## src/rtl/iomem_router_pkg.sv

```systemverilog
// iomem_router_pkg: shared types and constants for the iomem bus router.
// Holds the FSM state type, the default error word and counter widths.
package iomem_router_pkg;

  typedef enum logic [1:0] {
    S_IDLE   = 2'd0,
    S_ACCESS = 2'd1,
    S_RESP   = 2'd2
  } state_t;

  localparam logic [31:0] ERR_DATA_DEF = 32'hBAD0_BAD0;
  localparam int unsigned CNT_W = 16;
  localparam int unsigned IDX_W = 4;

endpackage

```

## src/rtl/iomem_router_decode.sv

```systemverilog
// iomem_router_decode: maps a byte address onto one of N equal windows.
// Addresses below the base wrap the offset and are reported as misses.
import iomem_router_pkg::*;

module iomem_router_decode #(
  parameter int unsigned NUM_SLAVES  = 4,
  parameter logic [31:0] BASE_ADDR   = 32'h0300_0000,
  parameter int unsigned WINDOW_BITS = 16
) (
  input  logic [31:0]      i_addr,
  output logic             o_hit,
  output logic [IDX_W-1:0] o_index
);

  logic [31:0] w_off;
  logic [31:0] w_idx;

  assign w_off   = i_addr - BASE_ADDR;
  assign w_idx   = w_off >> WINDOW_BITS;
  assign o_hit   = (i_addr >= BASE_ADDR) &&
                   (w_idx < NUM_SLAVES);
  assign o_index = w_idx[IDX_W-1:0];

endmodule

```

## src/rtl/iomem_bus_router.sv

```systemverilog
// iomem_bus_router: one-at-a-time router from the iomem port to N slaves.
// Define IOMEM_ROUTER_TIMEOUT_EN to abort accesses that never complete.
import iomem_router_pkg::*;

module iomem_bus_router #(
  parameter int unsigned NUM_SLAVES     = 4,
  parameter logic [31:0] BASE_ADDR      = 32'h0300_0000,
  parameter int unsigned WINDOW_BITS    = 16,
  parameter int unsigned TIMEOUT_CYCLES = 255,
  parameter logic [31:0] ERR_DATA       = ERR_DATA_DEF
) (
  input  logic                       clk,
  input  logic                       resetn,
  input  logic                       mst_valid,
  output logic                       mst_ready,
  input  logic [3:0]                 mst_wstrb,
  input  logic [31:0]                mst_addr,
  input  logic [31:0]                mst_wdata,
  output logic [31:0]                mst_rdata,
  output logic [NUM_SLAVES-1:0]      slv_valid,
  input  logic [NUM_SLAVES-1:0]      slv_ready,
  output logic [3:0]                 slv_wstrb,
  output logic [31:0]                slv_addr,
  output logic [31:0]                slv_wdata,
  input  logic [32*NUM_SLAVES-1:0]   slv_rdata,
  input  logic                       err_clr,
  output logic                       err_flag,
  output logic                       irq_err,
  output logic [31:0]                err_addr,
  output logic                       err_timeout
);

  if (NUM_SLAVES < 1 || NUM_SLAVES > 16 ||
      TIMEOUT_CYCLES < 1 ||
      TIMEOUT_CYCLES > 65535) begin : g_bad_cfg
    $error("iomem_bus_router: bad parameters");
  end

  state_t                r_state;
  logic [31:0]           r_addr;
  logic [31:0]           r_wdata;
  logic [3:0]            r_wstrb;
  logic [NUM_SLAVES-1:0] r_onehot;
  logic [31:0]           r_rdata;
  logic                  r_err;
  logic                  r_eflag;
  logic [31:0]           r_eaddr;

  logic                  w_hit;
  logic [IDX_W-1:0]      w_index;
  logic [NUM_SLAVES-1:0] w_onehot;
  logic [31:0]           w_sel_rdata;
  logic                  w_sel_ready;

  iomem_router_decode #(
    .NUM_SLAVES  (NUM_SLAVES),
    .BASE_ADDR   (BASE_ADDR),
    .WINDOW_BITS (WINDOW_BITS)
  ) u_decode (
    .i_addr  (mst_addr),
    .o_hit   (w_hit),
    .o_index (w_index)
  );

  always_comb begin
    w_onehot = '0;
    for (int i = 0; i < NUM_SLAVES; i++)
      w_onehot[i] = w_hit &&
                    (w_index == IDX_W'(i));
  end

  always_comb begin
    w_sel_rdata = '0;
    for (int i = 0; i < NUM_SLAVES; i++)
      if (r_onehot[i])
        w_sel_rdata = w_sel_rdata |
                      slv_rdata[32*i +: 32];
  end

  // ready from slaves other than the selected one never reaches the FSM
  assign w_sel_ready = |(slv_ready & r_onehot);

`ifdef IOMEM_ROUTER_TIMEOUT_EN
  logic [CNT_W-1:0] r_cnt;
  logic             r_to;
  logic             r_etimeout;
  logic             w_expire;

  assign w_expire = (r_cnt ==
                     CNT_W'(TIMEOUT_CYCLES - 1));
`endif

  always_ff @(posedge clk or negedge resetn) begin
    if (!resetn) begin
      r_state  <= S_IDLE;
      r_addr   <= '0;
      r_wdata  <= '0;
      r_wstrb  <= '0;
      r_onehot <= '0;
      r_rdata  <= '0;
      r_err    <= 1'b0;
`ifdef IOMEM_ROUTER_TIMEOUT_EN
      r_cnt    <= '0;
      r_to     <= 1'b0;
`endif
    end else begin
      unique case (r_state)
        S_IDLE: begin
          if (mst_valid) begin
            r_addr   <= mst_addr;
            r_wdata  <= mst_wdata;
            r_wstrb  <= mst_wstrb;
            r_onehot <= w_onehot;
            if (w_hit) begin
              r_state <= S_ACCESS;
              r_err   <= 1'b0;
`ifdef IOMEM_ROUTER_TIMEOUT_EN
              r_cnt   <= '0;
              r_to    <= 1'b0;
`endif
            end else begin
              r_state <= S_RESP;
              r_err   <= 1'b1;
              r_rdata <= ERR_DATA;
`ifdef IOMEM_ROUTER_TIMEOUT_EN
              r_to    <= 1'b0;
`endif
            end
          end
        end
        S_ACCESS: begin
          if (w_sel_ready) begin
            r_rdata <= w_sel_rdata;
            r_state <= S_RESP;
          end
`ifdef IOMEM_ROUTER_TIMEOUT_EN
          else if (w_expire) begin
            r_rdata <= ERR_DATA;
            r_err   <= 1'b1;
            r_to    <= 1'b1;
            r_state <= S_RESP;
          end else begin
            r_cnt <= r_cnt + 1'b1;
          end
`endif
        end
        S_RESP:  r_state <= S_IDLE;
        default: r_state <= S_IDLE;
      endcase
    end
  end

  // a new error outranks a simultaneous clear
  always_ff @(posedge clk or negedge resetn) begin
    if (!resetn) begin
      r_eflag <= 1'b0;
      r_eaddr <= '0;
    end else if (r_state == S_RESP && r_err) begin
      r_eflag <= 1'b1;
      r_eaddr <= r_addr;
    end else if (err_clr) begin
      r_eflag <= 1'b0;
    end
  end

`ifdef IOMEM_ROUTER_TIMEOUT_EN
  always_ff @(posedge clk or negedge resetn) begin
    if (!resetn)
      r_etimeout <= 1'b0;
    else if (r_state == S_RESP && r_err)
      r_etimeout <= r_to;
  end

  assign err_timeout = r_etimeout;
`else
  assign err_timeout = 1'b0;
`endif

  assign mst_ready = (r_state == S_RESP);
  assign mst_rdata = r_rdata;
  assign slv_valid = (r_state == S_ACCESS) ?
                     r_onehot : '0;
  assign slv_addr  = r_addr;
  assign slv_wdata = r_wdata;
  assign slv_wstrb = r_wstrb;
  assign err_flag  = r_eflag;
  assign irq_err   = r_eflag;
  assign err_addr  = r_eaddr;

endmodule

```

## config.mk

```make
export PLATFORM = sky130hd
export DESIGN_NAME = iomem_bus_router
export DESIGN_NICKNAME = d
export VERILOG_FILES = /design/src/rtl/iomem_router_pkg.sv /design/src/rtl/iomem_router_decode.sv /design/src/rtl/iomem_bus_router.sv
export SDC_FILE = /design/constraint.sdc
export NUM_CORES = 1
export LEC_CHECK = 0
export CAP_MARGIN = 25
export CORE_AREA = 2 2 135 137
export DETAILED_ROUTE_END_ITERATION = 16
export DIE_AREA = 0 0 137 139
export GPL_TIMING_DRIVEN = 0
export PLACE_DENSITY = 0.79
export SYNTH_ARGS = -nofsm -noshare
export SYNTH_HDL_FRONTEND = slang
export SYNTH_HIERARCHICAL = 1
export SYNTH_SLANG_ARGS = --single-unit
```

## constraint.sdc

```tcl
create_clock -name clk -period 2.9 [get_ports clk]
set_clock_uncertainty 0.15 [all_clocks]
set_input_delay 0.58 -clock clk [delete_from_list [all_inputs] [get_ports clk]]
set_output_delay 0.58 -clock clk [all_outputs]
set_load 0.1 [all_outputs]
```

==> results.json, run 1 <==
{
  "status": "complete, no violations",
  "hold_end": "slv_wdata[6]",
  "cts_setup_buffers": 0,
  "floorplan.core_area_um2": 17660,
  "critical_path.startpoint_type": "register",
  "min_path_cells": 2,
  "synthesized_area_um2": 6051,
  "worst_slew_pin_slew_ps": 1055,
  "vdd.ir_drop.worst_mv": 0.4542,
  "drt_first_iter_violations": 232,
  "tritoncts_clock_tree": "built",
  "wl_met3_mm": 1.705,
  "combPwrFrac_pct": 41.8,
  "reg2regPathDepth": 7,
  "fp.dieArea_um2": 19040,
  "ctsHtreeMaxLevel": 4,
  "worst_hold_startpoint": "slv_wdata[6]",
  "fin_crit_sh_pct": 96.83,
  "sequentialPowerShare_pct": 30.1,
  "pre_cts_ws_ps": -244.8,
  "power.internal_mw": 4.443,
  "numCtsBuffers": 17,
  "mean_instance_size_in_the_synthesized_netlist_um2": 10.79,
  "initial_core_util_pct": 34.27,
  "syn-num-nets": 765,
  "post_synthesis_cell_type_with_the_largest_combined_area": "sky130_fd_sc_hd__dfrtp_1",
  "drive_gt1_share_pct": 11.24,
  "die_height_um": 139,
  "grt_pass1_vias": 5877,
  "fin_ws_ps": 91.80,
  "synth_edf_count": 0,
  "grt_max_degree": 79,
  "avgViaCountPerCell": 4.891,
  "switching_power_mw": 3.450,
  "finalHoldViolations": 0,
  "syn_to_final_growth_pct": 71.84,
  "crit-reg2reg-launch": "r_onehot[2]",
  "max_slew_margin_pct": 29.43,
  "dr.max_layer_used": "met5",
  "antenna_violating_nets_post_route": 0,
  "rows": 49,
  "clockPowerShare_pct": 28.1,
  "final_non_filler_cells": 1164,
  "ff2ff_setup_slack_ps": 990,
  "ys_seq_elements": 140,
  "clock-root-buffer": "sky130_fd_sc_hd__clkbuf_16",
  "r2r-end": "mst_rdata[20]",
  "period_minus_ws_final_ps": 2808,
  "total_power_mw": 7.893,
  "detail_route.wirelength_mm": 21.21,
  "hpwl_mm": 16.22,
  "synth-async-reset-ratio_pct": 100.0,
  "avgRoutedWirePerCell_um": 18.22,
  "nets": 1126,
  "powerDensity_nw_per_um2": 759.1,
  "gp_congestion": 0.7790,
  "clock_latency_ps": 410,
  "final_core_util_pct": 58.89,
  "via_count": 5693,
  "number_of_max_slew_violations_in_the_final_report": 0,
  "timing.hold.worst.class": "reg -> reg",
  "routedLengthMet1_mm": 8.370,
  "ctsLongestPathBuffers": 2,
  "setup_total_negative_slack_ps": 0,
  "cts.reportedPaths.clkPinSlew_ps": 60,
  "endpoint_kind": "output port",
  "met2_length_mm": 10.57,
  "clock-sinks": 140,
  "switching_power_share_of_the_total_pct": 43.71,
  "grt_setup_unrepaired": "false",
  "synthesis.yosys.warnings": 6,
  "route.detailed.drc": 0,
  "grt_first_pass_wirelength_mm": 32.23,
  "cp_max_fo": 10,
  "io_pins": 344,
  "fillerInstances": 1492,
  "die_w_um": 137,
  "arrival_ps": 2080,
  "buffer_ports.inserted": 342,
  "netlist_instances": 561,
  "antenna_found_initial": 2,
  "grt.overflow.total": 0,
  "ys_dominant_reg_cell": "sky130_fd_sc_hd__dfrtp_1",
  "maximum_clock_rate_mhz": 356.1,
  "setup_viol": 0,
  "criticalPathCategory": "reg -> out",
  "synth_largest_type_area_fraction_pct": 57.90,
  "critPathRequiredTime_ps": 2170,
  "max_cap_viol_count": 0,
  "dp.cells": 1133,
  "grt_usage_pct": 22.06,
  "netlist_top_cells_area": "sky130_fd_sc_hd__dfrtp_1 58%, sky130_fd_sc_hd__nand2_1 13%, sky130_fd_sc_hd__mux2_2 6.0%",
  "dr.pass1.iters": 4,
  "seq_area_frac_synth_pct": 57.90,
  "leakagePower_nw": 4.507,
  "number_of_distinct_library_cells_after_synthesis": 32
}
## power by group through the flow
stage	sequential [mW]	clock, mW	combinational (mW)
2_1_floorplan	4.34	0	0.350
3_3_place_gp	2.39	0	3.29
3_5_place_dp	2.41	0	3.31
4_1_cts	2.38	2.25	3.32
5_1_grt	2.41	2.34	3.40
6_report	2.38	2.22	3.30
## synth_stat cells, types with 2 or more instances
cell type,number
sky130_fd_sc_hd__nand2_1,210
sky130_fd_sc_hd__dfrtp_1,140
sky130_fd_sc_hd__a22o_1,35
sky130_fd_sc_hd__a221oi_1,32
sky130_fd_sc_hd__mux2_2,32
sky130_fd_sc_hd__clkbuf_1,16
sky130_fd_sc_hd__o2bb2ai_1,16
sky130_fd_sc_hd__buf_4,12
sky130_fd_sc_hd__a2bb2oi_2,9
sky130_fd_sc_hd__buf_1,9
sky130_fd_sc_hd__a2bb2oi_1,7
sky130_fd_sc_hd__buf_2,6
sky130_fd_sc_hd__and2_1,5
sky130_fd_sc_hd__nor2_1,5
sky130_fd_sc_hd__o21ai_0,4
sky130_fd_sc_hd__inv_1,3
sky130_fd_sc_hd__a22oi_4,2
sky130_fd_sc_hd__buf_6,2
sky130_fd_sc_hd__nand2b_1,2
sky130_fd_sc_hd__nor4b_1,2
## what timing repair did
action	CTS	global route
setup endpoints to repair	5	2
hold buffers	1	0
pin swaps	0	0
endpoints found under the hold margin	4	0
resized for setup	14	1
## cells in the final DEF (no fill, tap or decap), types with 5 or more instances in the layout
cell type	Yosys	final
sky130_fd_sc_hd__buf_1	9	8
sky130_fd_sc_hd__a221oi_1	32	32
sky130_fd_sc_hd__a22o_1	35	35
sky130_fd_sc_hd__clkbuf_1	16	15
sky130_fd_sc_hd__clkbuf_16	0	17
sky130_fd_sc_hd__buf_4	12	12
sky130_fd_sc_hd__buf_2	6	7
sky130_fd_sc_hd__clkdlybuf4s50_1	0	336
sky130_fd_sc_hd__a2bb2oi_2	9	9
sky130_fd_sc_hd__and2_1	5	5
sky130_fd_sc_hd__o2bb2ai_1	16	16
sky130_fd_sc_hd__mux2_2	32	32
sky130_fd_sc_hd__nand2_1	210	210
sky130_fd_sc_hd__dfrtp_1	140	140
sky130_fd_sc_hd__a2bb2oi_1	7	7
## worst max-delay path by stage
stage	start	endpoint	cells past startpoint
floorplan	r_onehot[2]	slv_valid[2]	3
global placement	resetn	mst_rdata[13]	1
detailed placement	r_onehot[3]	slv_valid[3]	4
CTS	r_state[1]	slv_valid[3]	3
global route	r_onehot[1]	slv_valid[1]	4
finish	r_onehot[1]	slv_valid[1]	4
## registers in the layout, indices dropped and copies added, names as in the netlist
| signal | cells |
|---|---|
| err_addr | 32 |
| slv_addr | 32 |
| r_onehot | 4 |
| r_state | 2 |
| r_err | 1 |
| err_flag | 1 |
| slv_wstrb | 4 |
| slv_wdata | 32 |
| mst_rdata | 32 |
## worst max-delay path, cell delays in order, from the launching register on
cell and delay [ps]:
sky130_fd_sc_hd__dfrtp_1 330, sky130_fd_sc_hd__buf_6 140, sky130_fd_sc_hd__clkbuf_1 440, sky130_fd_sc_hd__and2_1 200
sky130_fd_sc_hd__clkdlybuf4s15_2 550
## logic make-up (layout without fill, tap and decap cells)
family	after synthesis	in the layout	synth area share [%]
and+or+nand+nor	232	232	15.24
muxes	32	32	5.955
other	1	2	0.06198
DFF	140	140	57.90
buffers and inverters	49	422	4.198
AOI/OAI and AO/OA	107	107	16.65
## area by class of cell
cell class | instances | area (um2) | area share, %
multi-input cells | 372 | 2296 | 22.08
plain buffers | 43 | 230.2 | 2.214
repair buffers | 344 | 3466 | 33.33
clock inverters | 13 | 166.4 | 1.600
clock buffers | 18 | 429.2 | 4.128
flip-flops and latches | 140 | 3503 | 33.69
diodes | 1 | 2.502 | 0.02407
inverters | 4 | 17.52 | 0.1685
well taps | 229 | 286.5 | 2.756
## stage by stage
step | hold slack [ps] | instance area (um2)
2_1_floorplan | 134.4 | 6051
3_3_place_gp | 306.6 | 9761
3_5_place_dp | 312.0 | 9789
4_1_cts | 328.7 | 10400
5_1_grt | 344.4 | 10400
6_report | 323.1 | 10400
## routing by layer
metal  global-route usage [%]  up-vias
met5                        0        -
li1                         -     2674
met4                    8.193        2
met2                    37.65      234
met1                    26.15     2748
met3                    6.360       35
Power figures use the tool's default switching activity.
==> run 2, diff against run 1 <==
--- a/config.mk
+++ b/config.mk
@@ -11,6 +11,7 @@
 export DIE_AREA = 0 0 137 139
 export GPL_TIMING_DRIVEN = 0
 export PLACE_DENSITY = 0.79
+export SETUP_SLACK_MARGIN = 0.1
 export SYNTH_ARGS = -nofsm -noshare
 export SYNTH_HDL_FRONTEND = slang
 export SYNTH_HIERARCHICAL = 1
==> run 2 against run 1 <==
Critical path depth decreased by 2. Register-to-register slack about the same. Sequential cell count unchanged. Wire length decreased by 0.15%. Global-route usage about the same. Clock power about the same. Power about the same. Design area decreased by 0.11%. First-iteration DRC count decreased by 18%. Largest cell class unchanged.
==> results.json, run 2 (synthesis results as in run 1) <==
{
  "status": "complete, no violations",
  "syn_to_final_growth_pct": 71.65,
  "nets": 1125,
  "drt_first_iter_violations": 190,
  "path_delay_family": "buffers and inverters",
  "timing.critical_path.slowest_cell_delay_ps": 1120,
  "timing.critical_path.slowest_stage_cell": "sky130_fd_sc_hd__clkdlybuf4s50_1",
  "detail_route.wirelength_mm": 21.18,
  "grt_pass1_vias": 5877,
  "drive_gt1_share_pct": 11.25,
  "timing.hold.worst.class": "reg -> reg",
  "ff2ff_setup_slack_ps": 980,
  "buffer_ports.inserted": 342,
  "dp.cells": 1133,
  "path_buf_inv": 2,
  "ctsHtreeMaxLevel": 4,
  "worst_slew_pin_slew_ps": 1055,
  "antenna_violating_nets_post_route": 0,
  "maximum_clock_rate_mhz": 365.1,
  "powerDensity_nw_per_um2": 759.8,
  "avgRoutedWirePerCell_um": 18.21,
  "crit_chain": "buf_4 > clkdlybuf4s50_1",
  "floorplan.core_area_um2": 17660,
  "setup_viol": 0,
  "max_cap_viol_count": 0,
  "fp.dieArea_um2": 19040,
  "cts_setup_buffers": 0,
  "finalHoldViolations": 0,
  "rows": 49,
  "period_minus_ws_final_ps": 2739,
  "antenna_found_initial": 1,
  "ctsLongestPathBuffers": 2,
  "route.detailed.drc": 0,
  "grt_max_degree": 79,
  "number_of_max_slew_violations_in_the_final_report": 0,
  "leakagePower_nw": 4.508,
  "cp_max_fo": 3,
  "total_power_mw": 7.891,
  "dr.pass1.iters": 4,
  "clock-root-buffer": "sky130_fd_sc_hd__clkbuf_16",
  "most_frequent_standard_cell_in_the_layout_excluding_fill_and_tap_cells": "sky130_fd_sc_hd__clkdlybuf4s50_1",
  "endpoint_kind": "output port",
  "grt_usage_pct": 22.05,
  "criticalPathCategory": "reg -> out",
  "final_core_util_pct": 58.82,
  "final_non_filler_cells": 1163,
  "die_height_um": 139,
  "numCtsBuffers": 17,
  "gp_congestion": 0.7790,
  "grt_first_pass_wirelength_mm": 32.22,
  "critical_path.startpoint_type": "register",
  "grt.overflow.total": 0,
  "clock-sinks": 140,
  "max_slew_margin_pct": 29.42,
  "grt_setup_unrepaired": "false",
  "pre_cts_ws_ps": -244.8,
  "final.hold.worst_slack_ps": 323.1,
  "die_w_um": 137,
  "fin_ws_ps": 161.0,
  "cts.reportedPaths.clkPinSlew_ps": 60,
  "io_pins": 344,
  "via_count": 5704,
  "hpwl_mm": 16.22,
  "arrival_ps": 2010,
  "initial_core_util_pct": 34.27,
  "avgViaCountPerCell": 4.905,
  "tritoncts_clock_tree": "built",
  "vdd.ir_drop.worst_mv": 0.4542,
  "commonest_non_fill_non_tap_cells_in_the_layout": "336 x sky130_fd_sc_hd__clkdlybuf4s50_1, 210 x sky130_fd_sc_hd__nand2_1, 140 x sky130_fd_sc_hd__dfrtp_1",
  "critPathRequiredTime_ps": 2170,
  "clock_latency_ps": 410,
  "fin_crit_sh_pct": 94.45
}
## run 2: changes by cell type in the layout (fill, tap and decap cells not counted)
cell and delta:
sky130_fd_sc_hd__buf_2 +1, sky130_fd_sc_hd__clkbuf_1 -1, sky130_fd_sc_hd__clkdlybuf4s15_1 +1, sky130_fd_sc_hd__clkdlybuf4s15_2 -3
sky130_fd_sc_hd__clkdlybuf4s18_2 +2, sky130_fd_sc_hd__dlygate4sd2_1 -1
## run 2: per-layer routing
metal	wire [um]	vias to the layer above	track usage (%)
met5	0	-	0
met4	516	0	8.193
met3	1676	31	6.360
met2	10610	227	37.68
met1	8373	2769	26.10
li1	-	2677	-
## run 2: final timing paths
| kind | from | to | depth (start not counted) |
|---|---|---|---|
| max in group asynchronous | resetn | r_onehot[0] | 3 |
| max reg2reg | r_onehot[2] | mst_rdata[25] | 7 |
| min reg2reg | slv_wdata[6] | slv_wdata[6] | 2 |
| max | err_flag | irq_err | 2 |
| min | slv_wdata[6] | slv_wdata[6] | 2 |
| min in group asynchronous | resetn | slv_wdata[1] | 2 |
## run 2: timing repair
action,CTS,global route
hold endpoints to repair,4,0
hold buffers,1,0
resized for setup,17,3
setup endpoints to repair,5,3
## run 2: area by class of cell
| cell class | count | area [um2] |
|---|---|---|
| Fill cell | 1491 | 7271 |
| Sequential cell | 140 | 3503 |
| Timing Repair Buffer | 344 | 3458 |
| Multi-Input combinational cell | 372 | 2296 |
| Clock buffer | 18 | 429.2 |
| Tap cell | 229 | 286.5 |
| Buffer | 42 | 226.5 |
| Clock inverter | 13 | 166.4 |
| Inverter | 4 | 17.52 |
| Antenna cell | 1 | 2.502 |
## run 2: metrics by stage
stage                     setup TNS [ps]  area, um2
after floorplan                        0       6051
after global placement           -636020       9761
after detailed placement          -511.8       9789
after CTS                              0      10390
after global routing                   0      10390
final                                  0      10390
## run 2: worst min-delay path, delay by kind of cell, from the launching register on
family           cells  cell delay [ps]
DFF                  1              340
and+or+nand+nor      2              100
## run 2: power breakdown
group          total [mW]  internal (mW)  switching, mW
sequential           2.38           2.22          0.157
clock                2.21           1.35          0.859
combinational        3.30          0.868           2.43
==> run 3, diff against run 2 <==
--- a/config.mk
+++ b/config.mk
@@ -12,6 +12,7 @@
 export GPL_TIMING_DRIVEN = 0
 export PLACE_DENSITY = 0.79
 export SETUP_SLACK_MARGIN = 0.1
+export SKIP_LAST_GASP = 1
 export SYNTH_ARGS = -nofsm -noshare
 export SYNTH_HDL_FRONTEND = slang
 export SYNTH_HIERARCHICAL = 1
==> run 3 against run 2 <==
Core utilization hardly changed. Largest cell class unchanged. Critical path depth stayed put. Wire length is 0.25% lower. Critical path type unchanged. Register-to-register slack hardly changed. Clock-buffer cell count stayed put.
==> results.json, run 3 (synthesis results as in run 1) <==
{
  "status": "complete, no violations",
  "final_core_util_pct": 58.83,
  "drt_first_iter_violations": 217,
  "sequentialPowerShare_pct": 30.1,
  "leakagePower_nw": 4.500,
  "vdd.ir_drop.worst_mv": 0.4542,
  "setup_viol": 0,
  "powerDensity_nw_per_um2": 759.8,
  "fin_ws_ps": 160.2,
  "cp_max_fo": 3,
  "grt_setup_unrepaired": "false",
  "io_pins": 344,
  "finalHoldViolations": 0,
  "multi_input_comb_area_um2": 2296,
  "pre_cts_ws_ps": -244.8,
  "nets": 1124,
  "timing.hold.worst.class": "reg -> reg",
  "switching_power_mw": 3.449,
  "r2r-end": "mst_rdata[25]",
  "grt.overflow.total": 0,
  "wl_met3_mm": 1.617,
  "antenna_violating_nets_post_route": 0,
  "hpwl_mm": 16.22,
  "avgRoutedWirePerCell_um": 18.18,
  "power.internal_mw": 4.443,
  "avgViaCountPerCell": 4.891,
  "crit-reg2reg-launch": "r_onehot[3]",
  "most_frequent_standard_cell_in_the_layout_excluding_fill_and_tap_cells": "sky130_fd_sc_hd__clkdlybuf4s50_1",
  "grt_first_pass_wirelength_mm": 32.22,
  "reg2regPathDepth": 7,
  "tritoncts_clock_tree": "built",
  "numCtsBuffers": 17,
  "grt_usage_pct": 22.05,
  "hold_end": "slv_wdata[6]",
  "critical_path.startpoint_type": "register",
  "grt_max_degree": 79,
  "gp_congestion": 0.7790,
  "min_path_cells": 2,
  "area.sequential_um2": 3503,
  "antenna_found_initial": 1,
  "met2_length_mm": 10.59,
  "ctsLongestPathBuffers": 2,
  "detail_route.wirelength_mm": 21.13,
  "fp.dieArea_um2": 19040,
  "die_height_um": 139,
  "dr.max_layer_used": "met4",
  "fin_crit_sh_pct": 94.47,
  "number_of_max_slew_violations_in_the_final_report": 0,
  "critPathRequiredTime_ps": 2170,
  "route.detailed.drc": 0,
  "clock-root-buffer": "sky130_fd_sc_hd__clkbuf_16",
  "maximum_clock_rate_mhz": 365.0,
  "fillerInstances": 1493,
  "clockPowerShare_pct": 28.1,
  "buffer_ports.inserted": 342,
  "initial_core_util_pct": 34.27,
  "worst_slew_pin_slew_ps": 1055,
  "combPwrFrac_pct": 41.8,
  "ctsHtreeMaxLevel": 4,
  "floorplan.core_area_um2": 17660,
  "drive_gt1_share_pct": 11.16,
  "max_cap_viol_count": 0,
  "via_count": 5683,
  "max_slew_margin_pct": 29.46,
  "routedLengthMet1_mm": 8.400,
  "endpoint_kind": "output port",
  "die_w_um": 137,
  "clock-sinks": 140,
  "period_minus_ws_final_ps": 2740,
  "criticalPathCategory": "reg -> out",
  "rows": 49,
  "arrival_ps": 2010,
  "cts.reportedPaths.clkPinSlew_ps": 60,
  "grt_pass1_vias": 5877,
  "switching_power_share_of_the_total_pct": 43.70,
  "worst_hold_startpoint": "slv_wdata[6]",
  "ff2ff_setup_slack_ps": 970,
  "commonest_non_fill_non_tap_cells_in_the_layout": "336 x sky130_fd_sc_hd__clkdlybuf4s50_1, 210 x sky130_fd_sc_hd__nand2_1, 140 x sky130_fd_sc_hd__dfrtp_1",
  "dr.pass1.iters": 4,
  "syn_to_final_growth_pct": 71.67,
  "clock_latency_ps": 410
}
-- run 3: cell types whose count changed in the layout (fill, tap and decap cells not counted) --
cell | previous run | this run
sky130_fd_sc_hd__buf_2 | 8 | 6
sky130_fd_sc_hd__clkdlybuf4s15_2 | 1 | 2
-- run 3: critical path: stages, from the launching register on --
cell                              delay, ps
sky130_fd_sc_hd__dfrtp_1                360
sky130_fd_sc_hd__buf_4                  110
sky130_fd_sc_hd__clkdlybuf4s50_1       1120
-- run 3: power by group through the flow --
stage | Clock [mW] | Sequential, mW | Combinational, mW
final | 2.21 | 2.38 | 3.30
after global routing | 2.34 | 2.41 | 3.40
after CTS | 2.25 | 2.38 | 3.32
after detailed placement | 0 | 2.41 | 3.31
after global placement | 0 | 2.39 | 3.29
after floorplan | 0 | 4.34 | 0.350
-- run 3: how the worst max path moves through the flow --
| stage | endpoint | start | slack (ps) | cells after the start |
|---|---|---|---|---|
| after detailed placement | slv_valid[3] | r_onehot[3] | -240 | 4 |
| after CTS | slv_valid[3] | r_onehot[3] | -120 | 4 |
| after global routing | irq_err | err_flag | 120 | 2 |
| after global placement | mst_rdata[13] | resetn | -4550 | 1 |
| final | irq_err | err_flag | 160 | 2 |
| after floorplan | slv_valid[2] | r_onehot[2] | 620 | 3 |
-- run 3: final cells by class --
| type | instances | share of cell area (%) |
|---|---|---|
| clock inverter | 13 | 1.602 |
| timing repair buffer | 344 | 33.35 |
| inverter | 4 | 0.1686 |
| tap | 229 | 2.758 |
| antenna | 1 | 0.02409 |
| clock buffer | 18 | 4.132 |
| sequential | 140 | 33.73 |
| buffer | 41 | 2.132 |
| multi-input combinational | 372 | 22.10 |
-- run 3: metal layers --
| layer | global-route usage (%) | up-vias |
|---|---|---|
| li1 | - | 2673 |
| met4 | 8.193 | 0 |
| met2 | 37.68 | 219 |
| met3 | 6.360 | 31 |
| met5 | 0 | - |
| met1 | 26.10 | 2760 |
-- run 3: repair_timing --
item,in CTS,in global routing
resized for setup,16,1
setup endpoints to repair,5,3
gates cloned,0,0
endpoints found under the hold margin,4,0
pin swaps,0,0
hold buffers,1,0
setup buffers,0,0
-- run 3: stage by stage --
stage               area (um2)  hold slack (ps)  cells  total power, mW  setup TNS (ps)
finish                   10390            323.1   1162            7.892               0
global route             10390            344.4   1162            8.147               0
CTS                      10390            328.7   1163            7.948          -116.1
detailed placement        9789            312.0   1133            5.717          -511.8
global placement          9761            306.6   1132            5.679         -636020
floorplan                 6051            134.4    561            4.685               0
